==> config.mk <==
export PLATFORM = sky130hd
export DESIGN_NAME = instr_load_ctrl
export DESIGN_NICKNAME = d
export VERILOG_FILES = /design/src/rtl/instr_load_ctrl.sv
export SDC_FILE = /design/constraint.sdc
export NUM_CORES = 1
export LEC_CHECK = 0
export ABC_AREA = 1
export BUFFER_PORTS_ARGS = -buffer_cell sky130_fd_sc_hd__buf_2
export CAP_MARGIN = 20
export CORE_MARGIN = 4
export CORE_UTILIZATION = 51
export CTS_CLUSTER_DIAMETER = 100
export DETAILED_ROUTE_END_ITERATION = 16
export GPL_ROUTABILITY_DRIVEN = 0
export GPL_TIMING_DRIVEN = 0
export MAX_ROUTING_LAYER = met4
export PLACE_DENSITY = 0.81
export REMOVE_ABC_BUFFERS = 1
export SYNTH_ARGS = -nofsm -noshare
export SYNTH_HDL_FRONTEND = slang
export SYNTH_SLANG_ARGS = --single-unit
==> constraint.sdc <==
create_clock -name clk_user -period 2.6 [get_ports clk_user]
set_clock_uncertainty 0.15 [all_clocks]
set_input_delay 0.26 -clock clk_user [delete_from_list [all_inputs] [get_ports clk_user]]
set_output_delay 0.26 -clock clk_user [all_outputs]
set_load 0.01 [all_outputs]
==> src/rtl/instr_load_ctrl.sv <==
// instr_load_ctrl
// Turns the instruction-config byte stream into BRAM byte-lane writes,
// shares the BRAM write port with the core store path (config first),
// and sequences the core reset through HALT -> RELEASE -> RUN.
// A reserved command address carries HALT / RUN / CLEAR requests.

module instr_load_ctrl #(
    parameter int          MEM_AW   = 14,
    parameter logic [23:0] CMD_ADDR = 24'hFFFFFF,
    parameter int          RST_HOLD = 16
) (
    input  logic              clk_user,
    input  logic              reset_n,
    // config byte stream (no backpressure)
    input  logic              cfg_wr_en,
    input  logic [23:0]       cfg_addr,
    input  logic [7:0]        cfg_din,
    // core store path
    input  logic              core_req,
    input  logic [MEM_AW-1:0] core_addr,
    input  logic [31:0]       core_wdata,
    input  logic [3:0]        core_wstrb,
    output logic              core_gnt,
    output logic              core_rst_n,
    // BRAM write port
    output logic              mem_en,
    output logic [3:0]        mem_we,
    output logic [MEM_AW-1:0] mem_addr,
    output logic [31:0]       mem_wdata,
    // status
    output logic              load_busy,
    output logic [23:0]       byte_count,
    output logic [7:0]        checksum,
    output logic              err_oor
);

    // Hold counter only needs to reach RST_HOLD-1.
    localparam int HOLD_W = (RST_HOLD > 1) ? $clog2(RST_HOLD) : 1;
    localparam logic [HOLD_W-1:0] HOLD_LAST = HOLD_W'(RST_HOLD - 1);
    localparam int HI_W = 22 - MEM_AW;

    localparam logic [7:0] CMD_HALT  = 8'h01;
    localparam logic [7:0] CMD_RUN   = 8'h02;
    localparam logic [7:0] CMD_CLEAR = 8'h03;

    typedef enum logic [1:0] {
        ST_HALT    = 2'd0,
        ST_RELEASE = 2'd1,
        ST_RUN     = 2'd2
    } state_t;

    // One-hot byte lane from the low address bits.
    function automatic logic [3:0] lane_decode(input logic [1:0] sel);
        logic [3:0] lane;
        case (sel)
            2'd0:    lane = 4'b0001;
            2'd1:    lane = 4'b0010;
            2'd2:    lane = 4'b0100;
            2'd3:    lane = 4'b1000;
            default: lane = 4'b0000;
        endcase
        return lane;
    endfunction

    // Byte counter increment that sticks at all-ones.
    function automatic logic [23:0] sat_inc24(input logic [23:0] v);
        logic [23:0] res;
        if (v == 24'hFFFFFF) begin
            res = v;
        end else begin
            res = v + 24'd1;
        end
        return res;
    endfunction

    state_t              r_state;
    logic [HOLD_W-1:0]   r_hold_cnt;
    logic                r_core_rst_n;
    logic                r_load_busy;
    logic                r_mem_en;
    logic [3:0]          r_mem_we;
    logic [MEM_AW-1:0]   r_mem_addr;
    logic [31:0]         r_mem_wdata;
    logic [23:0]         r_byte_count;
    logic [7:0]          r_checksum;
    logic                r_err_oor;

    logic                w_addr_in_range;
    logic                w_is_cmd;
    logic                w_is_data;
    logic                w_is_oor;
    logic                w_cmd_halt;
    logic                w_cmd_run;
    logic                w_cmd_clear;
    logic                w_core_gnt;
    logic                w_wr_en;
    logic [3:0]          w_wr_we;
    logic [MEM_AW-1:0]   w_wr_addr;
    logic [31:0]         w_wr_data;

    // Data bytes must have every address bit above the BRAM window clear.
    assign w_addr_in_range = (cfg_addr[23:MEM_AW+2] == {HI_W{1'b0}});

    // Classify the current config byte as command, data or out-of-range.
    always_comb begin
        w_is_cmd  = 1'b0;
        w_is_data = 1'b0;
        w_is_oor  = 1'b0;
        if (cfg_wr_en) begin
            if (cfg_addr == CMD_ADDR) begin
                w_is_cmd = 1'b1;
            end else if (w_addr_in_range) begin
                w_is_data = 1'b1;
            end else begin
                w_is_oor = 1'b1;
            end
        end else begin
            w_is_cmd  = 1'b0;
            w_is_data = 1'b0;
            w_is_oor  = 1'b0;
        end
    end

    // Decode the command opcode carried in the data byte.
    always_comb begin
        w_cmd_halt  = 1'b0;
        w_cmd_run   = 1'b0;
        w_cmd_clear = 1'b0;
        if (w_is_cmd) begin
            case (cfg_din)
                CMD_HALT:  w_cmd_halt  = 1'b1;
                CMD_RUN:   w_cmd_run   = 1'b1;
                CMD_CLEAR: w_cmd_clear = 1'b1;
                default: begin
                    w_cmd_halt  = 1'b0;
                    w_cmd_run   = 1'b0;
                    w_cmd_clear = 1'b0;
                end
            endcase
        end else begin
            w_cmd_halt  = 1'b0;
            w_cmd_run   = 1'b0;
            w_cmd_clear = 1'b0;
        end
    end

    // Any config activity, even a command or dropped byte, blocks the core.
    assign w_core_gnt = core_req & (r_state == ST_RUN) & ~cfg_wr_en;
    assign core_gnt   = w_core_gnt;

    // Select the write for this cycle: config data first, then core store.
    always_comb begin
        w_wr_en   = 1'b0;
        w_wr_we   = 4'b0000;
        w_wr_addr = core_addr;
        w_wr_data = core_wdata;
        if (w_is_data) begin
            w_wr_en   = 1'b1;
            w_wr_we   = lane_decode(cfg_addr[1:0]);
            w_wr_addr = cfg_addr[MEM_AW+1:2];
            w_wr_data = {4{cfg_din}};
        end else if (w_core_gnt) begin
            w_wr_en   = 1'b1;
            w_wr_we   = core_wstrb;
            w_wr_addr = core_addr;
            w_wr_data = core_wdata;
        end else begin
            w_wr_en   = 1'b0;
            w_wr_we   = 4'b0000;
            w_wr_addr = core_addr;
            w_wr_data = core_wdata;
        end
    end

    // Register the BRAM port; address and data hold when idle.
    always_ff @(posedge clk_user or negedge reset_n) begin
        if (!reset_n) begin
            r_mem_en    <= 1'b0;
            r_mem_we    <= 4'b0000;
            r_mem_addr  <= {MEM_AW{1'b0}};
            r_mem_wdata <= 32'h0000_0000;
        end else if (w_wr_en) begin
            r_mem_en    <= 1'b1;
            r_mem_we    <= w_wr_we;
            r_mem_addr  <= w_wr_addr;
            r_mem_wdata <= w_wr_data;
        end else begin
            r_mem_en    <= 1'b0;
            r_mem_we    <= 4'b0000;
        end
    end

    // Load statistics; CLEAR wins over any update in the same cycle.
    always_ff @(posedge clk_user or negedge reset_n) begin
        if (!reset_n) begin
            r_byte_count <= 24'h000000;
            r_checksum   <= 8'h00;
            r_err_oor    <= 1'b0;
        end else if (w_cmd_clear) begin
            r_byte_count <= 24'h000000;
            r_checksum   <= 8'h00;
            r_err_oor    <= 1'b0;
        end else begin
            if (w_is_data) begin
                r_byte_count <= sat_inc24(r_byte_count);
                r_checksum   <= r_checksum + cfg_din;
            end else begin
                r_byte_count <= r_byte_count;
                r_checksum   <= r_checksum;
            end
            if (w_is_oor) begin
                r_err_oor <= 1'b1;
            end else begin
                r_err_oor <= r_err_oor;
            end
        end
    end

    // Core reset sequencer with registered core_rst_n / load_busy.
    always_ff @(posedge clk_user or negedge reset_n) begin
        if (!reset_n) begin
            r_state      <= ST_HALT;
            r_hold_cnt   <= {HOLD_W{1'b0}};
            r_core_rst_n <= 1'b0;
            r_load_busy  <= 1'b1;
        end else begin
            case (r_state)
                ST_HALT: begin
                    r_core_rst_n <= 1'b0;
                    r_load_busy  <= 1'b1;
                    if (w_cmd_run) begin
                        r_state    <= ST_RELEASE;
                        r_hold_cnt <= {HOLD_W{1'b0}};
                    end else begin
                        r_state    <= ST_HALT;
                    end
                end
                ST_RELEASE: begin
                    if (w_cmd_halt) begin
                        r_state      <= ST_HALT;
                        r_core_rst_n <= 1'b0;
                        r_load_busy  <= 1'b1;
                    end else if (r_hold_cnt == HOLD_LAST) begin
                        r_state      <= ST_RUN;
                        r_core_rst_n <= 1'b1;
                        r_load_busy  <= 1'b0;
                    end else begin
                        r_hold_cnt   <= r_hold_cnt + HOLD_W'(1);
                        r_core_rst_n <= 1'b0;
                        r_load_busy  <= 1'b1;
                    end
                end
                ST_RUN: begin
                    if (w_cmd_halt) begin
                        r_state      <= ST_HALT;
                        r_core_rst_n <= 1'b0;
                        r_load_busy  <= 1'b1;
                    end else begin
                        r_core_rst_n <= 1'b1;
                        r_load_busy  <= 1'b0;
                    end
                end
                default: begin
                    r_state      <= ST_HALT;
                    r_hold_cnt   <= {HOLD_W{1'b0}};
                    r_core_rst_n <= 1'b0;
                    r_load_busy  <= 1'b1;
                end
            endcase
        end
    end

    assign core_rst_n = r_core_rst_n;
    assign load_busy  = r_load_busy;
    assign mem_en     = r_mem_en;
    assign mem_we     = r_mem_we;
    assign mem_addr   = r_mem_addr;
    assign mem_wdata  = r_mem_wdata;
    assign byte_count = r_byte_count;
    assign checksum   = r_checksum;
    assign err_oor    = r_err_oor;

endmodule

==> impl_metrics.tcl, run 1 <==
set metrics [dict create \
    worstSetupPathType "reg2reg" \
    fmax_mhz 415 \
    dpl_cell_area_um2 6030 \
    start_util_pct 52.1 \
    crit_path_end_kind "flop" \
    hold_path.startpoint "core_wdata[21]" \
    seqCellArea_um2 2300 \
    die_w_um 108 \
    p_seq_share_pct 52.8 \
    syn_area_um2 5070 \
    yosysSeqAreaShare_pct 45.4 \
    cp_max_fo 16 \
    intPower_w 0.00212 \
    p_leak_nw 3.65 \
    cp.arrival_ns 2.52 \
    cts_tree "yes" \
    rsz0062_at_grt "no" \
    hold_viol 0 \
    core_area_um2 9730 \
    power.switching_w 0.000798 \
    dp_hpwl_um 10600 \
    cts_setup_buffers 0 \
    synthArstFlopShare_pct 100 \
    clockBufferDepth 2 \
    fill_cells 761 \
    cp-start-kind "flop" \
    yosys_warnings 0 \
    area_delta_synth_final_pct 33.8 \
    grt_pass1_wl_um 24700 \
    setup_tns_ns 0 \
    wl_per_cell_um 15.4 \
    nets 974 \
    slowest_stage "dlygate4sd3_1" \
    finalSetupViolCount 0 \
    cts.reportedPaths.clkPinSlew_ns 0.10 \
    cp.required_ns 2.71 \
    syn_inst 660 \
    grt_use_total_pct 27.3 \
    reg2reg_slack_ns 0.19 \
    overflow 0 \
    wl_um 15600 \
    synth_seq_cells 92 \
    ir_worst_vdd_uv 268 \
    first_pass_iters 5 \
    antenna_found_initial 1 \
    layout_min_cycle_time_ns 2.41 \
    drc 0 \
    clock-sinks 92 \
    worst_pin_slew_ns 0.503 \
    period_share_pct 92.8 \
    avgSynthCellArea_um2 7.68 \
    synth_edf_count 0 \
    avgViaCountPerCell 5.36 \
    drtAntennaViolNets 0 \
    hold_class "in2reg" \
    cts.root.buffer_cell "clkbuf_8" \
    io_pins 173 \
    final_common_cell "nand2_1" \
    dieArea_um2 11600 \
    slew_headroom_pct 66.3 \
    finalMaxSlewViolations 0 \
    ys_types 34 \
    crit_path_max_incr_delay_ns 0.57 \
    clock_power_share_pct 32.0 \
    crit_path_cell_trace "inv_1 -> ha_1 -> nand3_4 -> clkinvlp_4 -> nand2_1 -> nand3_1 -> dlygate4sd3_1" \
    multi_input_area_um2 2480 \
    die_height_um 108 \
    port_buffers 172 \
    drt_iter0_drc 265 \
    final_util_pct 69.7 \
    worstReg2RegStart "r_state[0]" \
    rows 36 \
    p_comb_share_pct 15.2 \
    mostFrequentLayoutCells "nand2_1, buf_2, dfrtp_1, nor2_1, nand3_1" \
    drv_cap 0 \
    sw_frac_of_total_pct 27.3 \
    grt_max_degree 69 \
    dominantRegCellSynth "dfrtp_1" \
    cts_made_buffers 9 \
    stdcell_area_um2 6780 \
    worstSetupStartpoint "r_state[0]" \
    via_count 5431 \
    drive_above_1_share_pct 25.0 \
    status "finished clean" \
    clk_latency_ns 0.37 \
    grt_pass1_vias 5205 \
    p_per_area_nw_per_um2 430 \
    h-tree-depth 3 \
]
## stage by stage
| step | hold slack [ns] | std cells | total power, W | setup slack, ns |
|---|---|---|---|---|
| after floorplan | -0.186 | 635 | 0.00173 | -0.494 |
| after global placement | 0.310 | 940 | 0.00192 | -1.82 |
| after detailed placement | 0.0438 | 943 | 0.00195 | -0.477 |
| after CTS | 0.000240 | 1012 | 0.00294 | 0.000863 |
| after global routing | 0.00844 | 1014 | 0.00305 | 0.0173 |
| final | 0.0162 | 1014 | 0.00292 | 0.187 |
## critical path, delay by kind of cell (launching register included)
family / cells / cell delay [ns]
AND/OR/NAND/NOR: 3 / 0.51
flip-flops: 1 / 0.39
adder cells (fa/ha/maj): 1 / 0.28
buffers and inverters: 3 / 0.97
## final timing paths
check,cells past startpoint,endpoint
max,7,mem_addr[11]
min reg2reg,2,r_hold_cnt[3]
max in group asynchronous,3,load_busy
min,3,mem_wdata[21]
min in group asynchronous,2,mem_en
max reg2reg,7,mem_addr[11]
## final cells by class
class,count,area share [%]
Antenna cell,1,0.0369
Clock buffer,12,2.29
Clock inverter,4,0.461
Inverter,48,2.75
Multi-Input combinational cell,496,36.5
Sequential cell,92,34.0
Tap cell,133,2.45
Timing Repair Buffer,228,21.5
## Yosys cell counts (3+ instances only)
library cell,count,area [um^2]
nor2_1,78,293
buf_2,14,70.1
a21oi_1,4,20.0
nand3_1,70,350
inv_1,40,150
nand2_1,201,754
nor3_1,13,65.1
clkbuf_1,6,22.5
ha_1,12,150
dfrtp_1,91,2280
a31oi_1,33,206
xor2_1,10,87.6
o21ai_2,5,43.8
buf_6,3,33.8
o211ai_1,6,45.0
nor2_2,3,18.8
nand3b_1,8,60.1
inv_2,7,26.3
nand4_1,23,144
o21ai_0,11,55.1
xnor2_1,3,26.3
## power groups by stage
stage / Clock [W] / Sequential (W) / Combinational [W]
finish: 0.000933 / 0.00154 / 0.000445
detailed placement: 0 / 0.00157 / 0.000379
global placement: 0 / 0.00156 / 0.000361
global route: 0.00101 / 0.00155 / 0.000491
floorplan: 0 / 0.00159 / 0.000135
CTS: 0.000956 / 0.00154 / 0.000440
## metal layers
metal  part of all wire, %  vias to the layer above  global-route usage, %  routed length, um
li1                      -                     2615                      -                  -
met1                    40                     2511                   33.4               6260
met2                    49                      269                   44.8               7640
met3                   8.0                       36                   4.68               1250
met4                   2.9                        0                   11.7                446
met5                     0                        -                      -                  0
## registers in the layout (all words and copies together), names as in the netlist
register and cells:
load_busy 1, checksum 8, mem_we 4, r_state 2, mem_en 1, mem_wdata 32, core_rst_n 1, err_oor 1
r_hold_cnt 4, byte_count 24, mem_addr 14
## logic make-up (layout without fill, tap and decap cells)
family          count (synthesis)  after routing  share of synthesized area, %
flops                          92             92                          45.4
compound gates                 65             65                          8.12
fa+ha+maj                      13             13                          3.36
simple gates                  404            405                          34.5
xor+xnor                       13             13                          2.25
buf+inv                        73            292                          6.34
other cells                     0              1                             0
## what timing repair did
item / in CTS / in global routing
cloned: 0 / 1
endpoints found under the setup margin: 41 / 26
hold endpoints to repair: 63 / 0
resized for setup: 3 / 3
hold buffers: 53 / 0
pin swaps: 0 / 1
Power figures use the tool's default switching activity.
==> inputs of run 2 (changes only) <==
Settings changed: BUFFER_PORTS_ARGS -buffer_cell sky130_fd_sc_hd__buf_2 to -buffer_cell sky130_fd_sc_hd__buf_4.
==> run 2 against run 1 <==
  * Critical path type unchanged
  * Final cell count decreased by 1.2%
  * Critical endpoint is now byte_count[14]
  * Sequential power about the same
  * Routed wire length increased by 0.80%
  * Sequential cell count unchanged
  * Clock-buffer cell count increased by 1
  * Final area increased by 4.8%
  * Global-route usage increased by 1.1 points
  * Via count increased by 0.64%
  * Die area unchanged
  * First-iteration DRC count increased by 12%
  * Fmax decreased by 0.68%
  * Worst hold slack got worse by 0.0090 ns
==> impl_metrics.tcl, run 2 (synthesis results as in run 1) <==
set metrics [dict create \
    drive_above_1_share_pct 25.2 \
    critical-path-top-delay-family "simple AND/OR/NAND/NOR gates" \
    power.switching_w 0.000793 \
    p_seq_share_pct 50.7 \
    hold_viol 0 \
    first_pass_iters 5 \
    h-tree-depth 3 \
    clk_latency_ns 0.37 \
    via_count 5466 \
    worstReg2RegStart "byte_count[0]" \
    drv_cap 0 \
    hold_path.startpoint "core_wdata[25]" \
    grt_use_total_pct 28.4 \
    core_area_um2 9730 \
    area_delta_synth_final_pct 40.2 \
    worst_hold_slack_ns 0.00729 \
    use_met1_pct 34.2 \
    cp-start-kind "flop" \
    port_buffers 172 \
    rows 36 \
    overflow 0 \
    nets 963 \
    ir_worst_vdd_uv 329 \
    wl_um 15700 \
    io_pins 173 \
    grt_pass1_wl_um 25400 \
    die_height_um 108 \
    p_per_area_nw_per_um2 427 \
    period_share_pct 93.4 \
    worst_pin_slew_ns 0.620 \
    fmax_mhz 412 \
    top_usage_layer "met2" \
    crit_path_cell_trace "ha_2 -> nand2_2 -> nor2_4 -> nand2_1 -> nor2_1 -> nand4_1 -> nand2_4 -> inv_2 -> nand3_1 -> o21ai_2" \
    crit_path_end_kind "flop" \
    power_w 0.00304 \
    dpl_worst_slack_ns -0.489 \
    grtUsageMet2_pct 46.8 \
    largest_reg_flops 32 \
    clock_power_share_pct 32.8 \
    p_leak_nw 3.69 \
    slew_headroom_pct 58.6 \
    drtAntennaViolNets 0 \
    grt_max_degree 50 \
    start_util_pct 52.1 \
    met3_usage_pct 6.66 \
    finalSetupViolCount 0 \
    cp_max_fo 24 \
    worstSetupStartpoint "byte_count[0]" \
    cts.root.buffer_cell "clkbuf_8" \
    worstSetupPathType "reg2reg" \
    crit_path_max_incr_delay_ns 0.48 \
    setup_slack_ns 0.171 \
    drc 0 \
    dp_hpwl_um 10900 \
    mostFrequentLayoutCells "nand2_1, buf_4, dfrtp_1, nor2_1, nand3_1" \
    die_w_um 108 \
    avgViaCountPerCell 5.46 \
    final_common_cell "nand2_1" \
    cts_tree "yes" \
    slowest_stage "dfrtp_1" \
    cp.arrival_ns 2.53 \
    cts_made_buffers 9 \
    sw_frac_of_total_pct 26.1 \
    antenna_found_initial 0 \
    status "finished clean" \
    diodes 0 \
    dieArea_um2 11600 \
    fill_cells 750 \
    cts.reportedPaths.clkPinSlew_ns 0.09 \
    crit_buf_inv 1 \
    p_comb_share_pct 16.5 \
    cp.required_ns 2.70 \
    intPower_w 0.00225 \
    clock-sinks 92 \
    hold_class "in2reg" \
    grt_pass1_vias 5439 \
    finalMaxSlewViolations 0 \
    rsz0062_at_grt "no" \
    clockBufferDepth 2 \
    layout_min_cycle_time_ns 2.43 \
    drt_iter0_drc 298 \
    wl_per_cell_um 15.7 \
]
==> run 2: cell types whose count changed in the layout (fill, tap and decap cells not counted), moves of 2 or more <==
| cell | before | now |
|---|---|---|
| clkinv_4 | 2 | 0 |
| clkbuf_1 | 1 | 3 |
| buf_2 | 171 | 0 |
| dlygate4sd3_1 | 53 | 41 |
| buf_4 | 1 | 172 |
==> run 2: what timing repair did <==
item / CTS / global route
hold endpoints to repair: 69 / 1
buffers inserted: 0 / 1
endpoints found under the setup margin: 25 / 35
gates cloned: 0 / 1
pin swaps: 0 / 1
hold buffers: 40 / 1
gates resized for setup: 4 / 1
==> run 2: final timing paths <==
check / to / slack, ns / cells after the start
setup / recovery: byte_count[14] / 0.17 / 10
hold / removal: mem_wdata[25] / 0.007 / 3
setup reg to reg: byte_count[14] / 0.17 / 10
hold reg to reg: r_hold_cnt[3] / 0.34 / 2
max in group asynchronous: mem_wdata[30] / 1.34 / 3
min in group asynchronous: mem_wdata[27] / 0.30 / 2
==> run 2: routing by layer <==
| metal | routed length, um | up-vias |
|---|---|---|
| met5 | 0 | - |
| met4 | 414 | 0 |
| met3 | 1340 | 40 |
| met2 | 7690 | 268 |
| met1 | 6250 | 2554 |
| li1 | - | 2604 |
==> run 2: power by group through the flow <==
stage | logic (W) | registers (W) | clock network, W
after global routing | 0.000546 | 0.00155 | 0.00108
after detailed placement | 0.000451 | 0.00157 | 0
after global placement | 0.000432 | 0.00157 | 0
after CTS | 0.000497 | 0.00154 | 0.00101
after floorplan | 0.000135 | 0.00159 | 0
final | 0.000502 | 0.00154 | 0.000996
==> run 2: per-stage QoR <==
| step | cells | area, um^2 | util [%] | TNS (ns) |
|---|---|---|---|---|
| after floorplan | 635 | 4930 | - | -22.44 |
| after global placement | 940 | 6390 | 65.7 | -119.52 |
| after detailed placement | 943 | 6460 | 66.4 | -10.98 |
| after CTS | 999 | 7070 | 72.7 | 0 |
| after global routing | 1002 | 7110 | 73.1 | 0 |
| final | 1002 | 7110 | 73.1 | 0 |
==> run 2: worst min-delay path, delay by kind of cell <==
family                 cells  cell delay, ns
AND/OR/NAND/NOR            1            0.05
AO/OA/AOI/OAI              1            0.07
buffers and inverters      1            0.11
==> run 2: layout make-up <==
| type | count | area [um^2] | share of cell area, % |
|---|---|---|---|
| Multi-Input combinational cell | 496 | 2470 | 34.7 |
| Clock buffer | 13 | 149 | 2.09 |
| Inverter | 48 | 186 | 2.62 |
| Timing Repair Buffer | 217 | 1790 | 25.2 |
| Tap cell | 133 | 166 | 2.34 |
| Sequential cell | 92 | 2300 | 32.4 |
| Clock inverter | 3 | 46.3 | 0.651 |
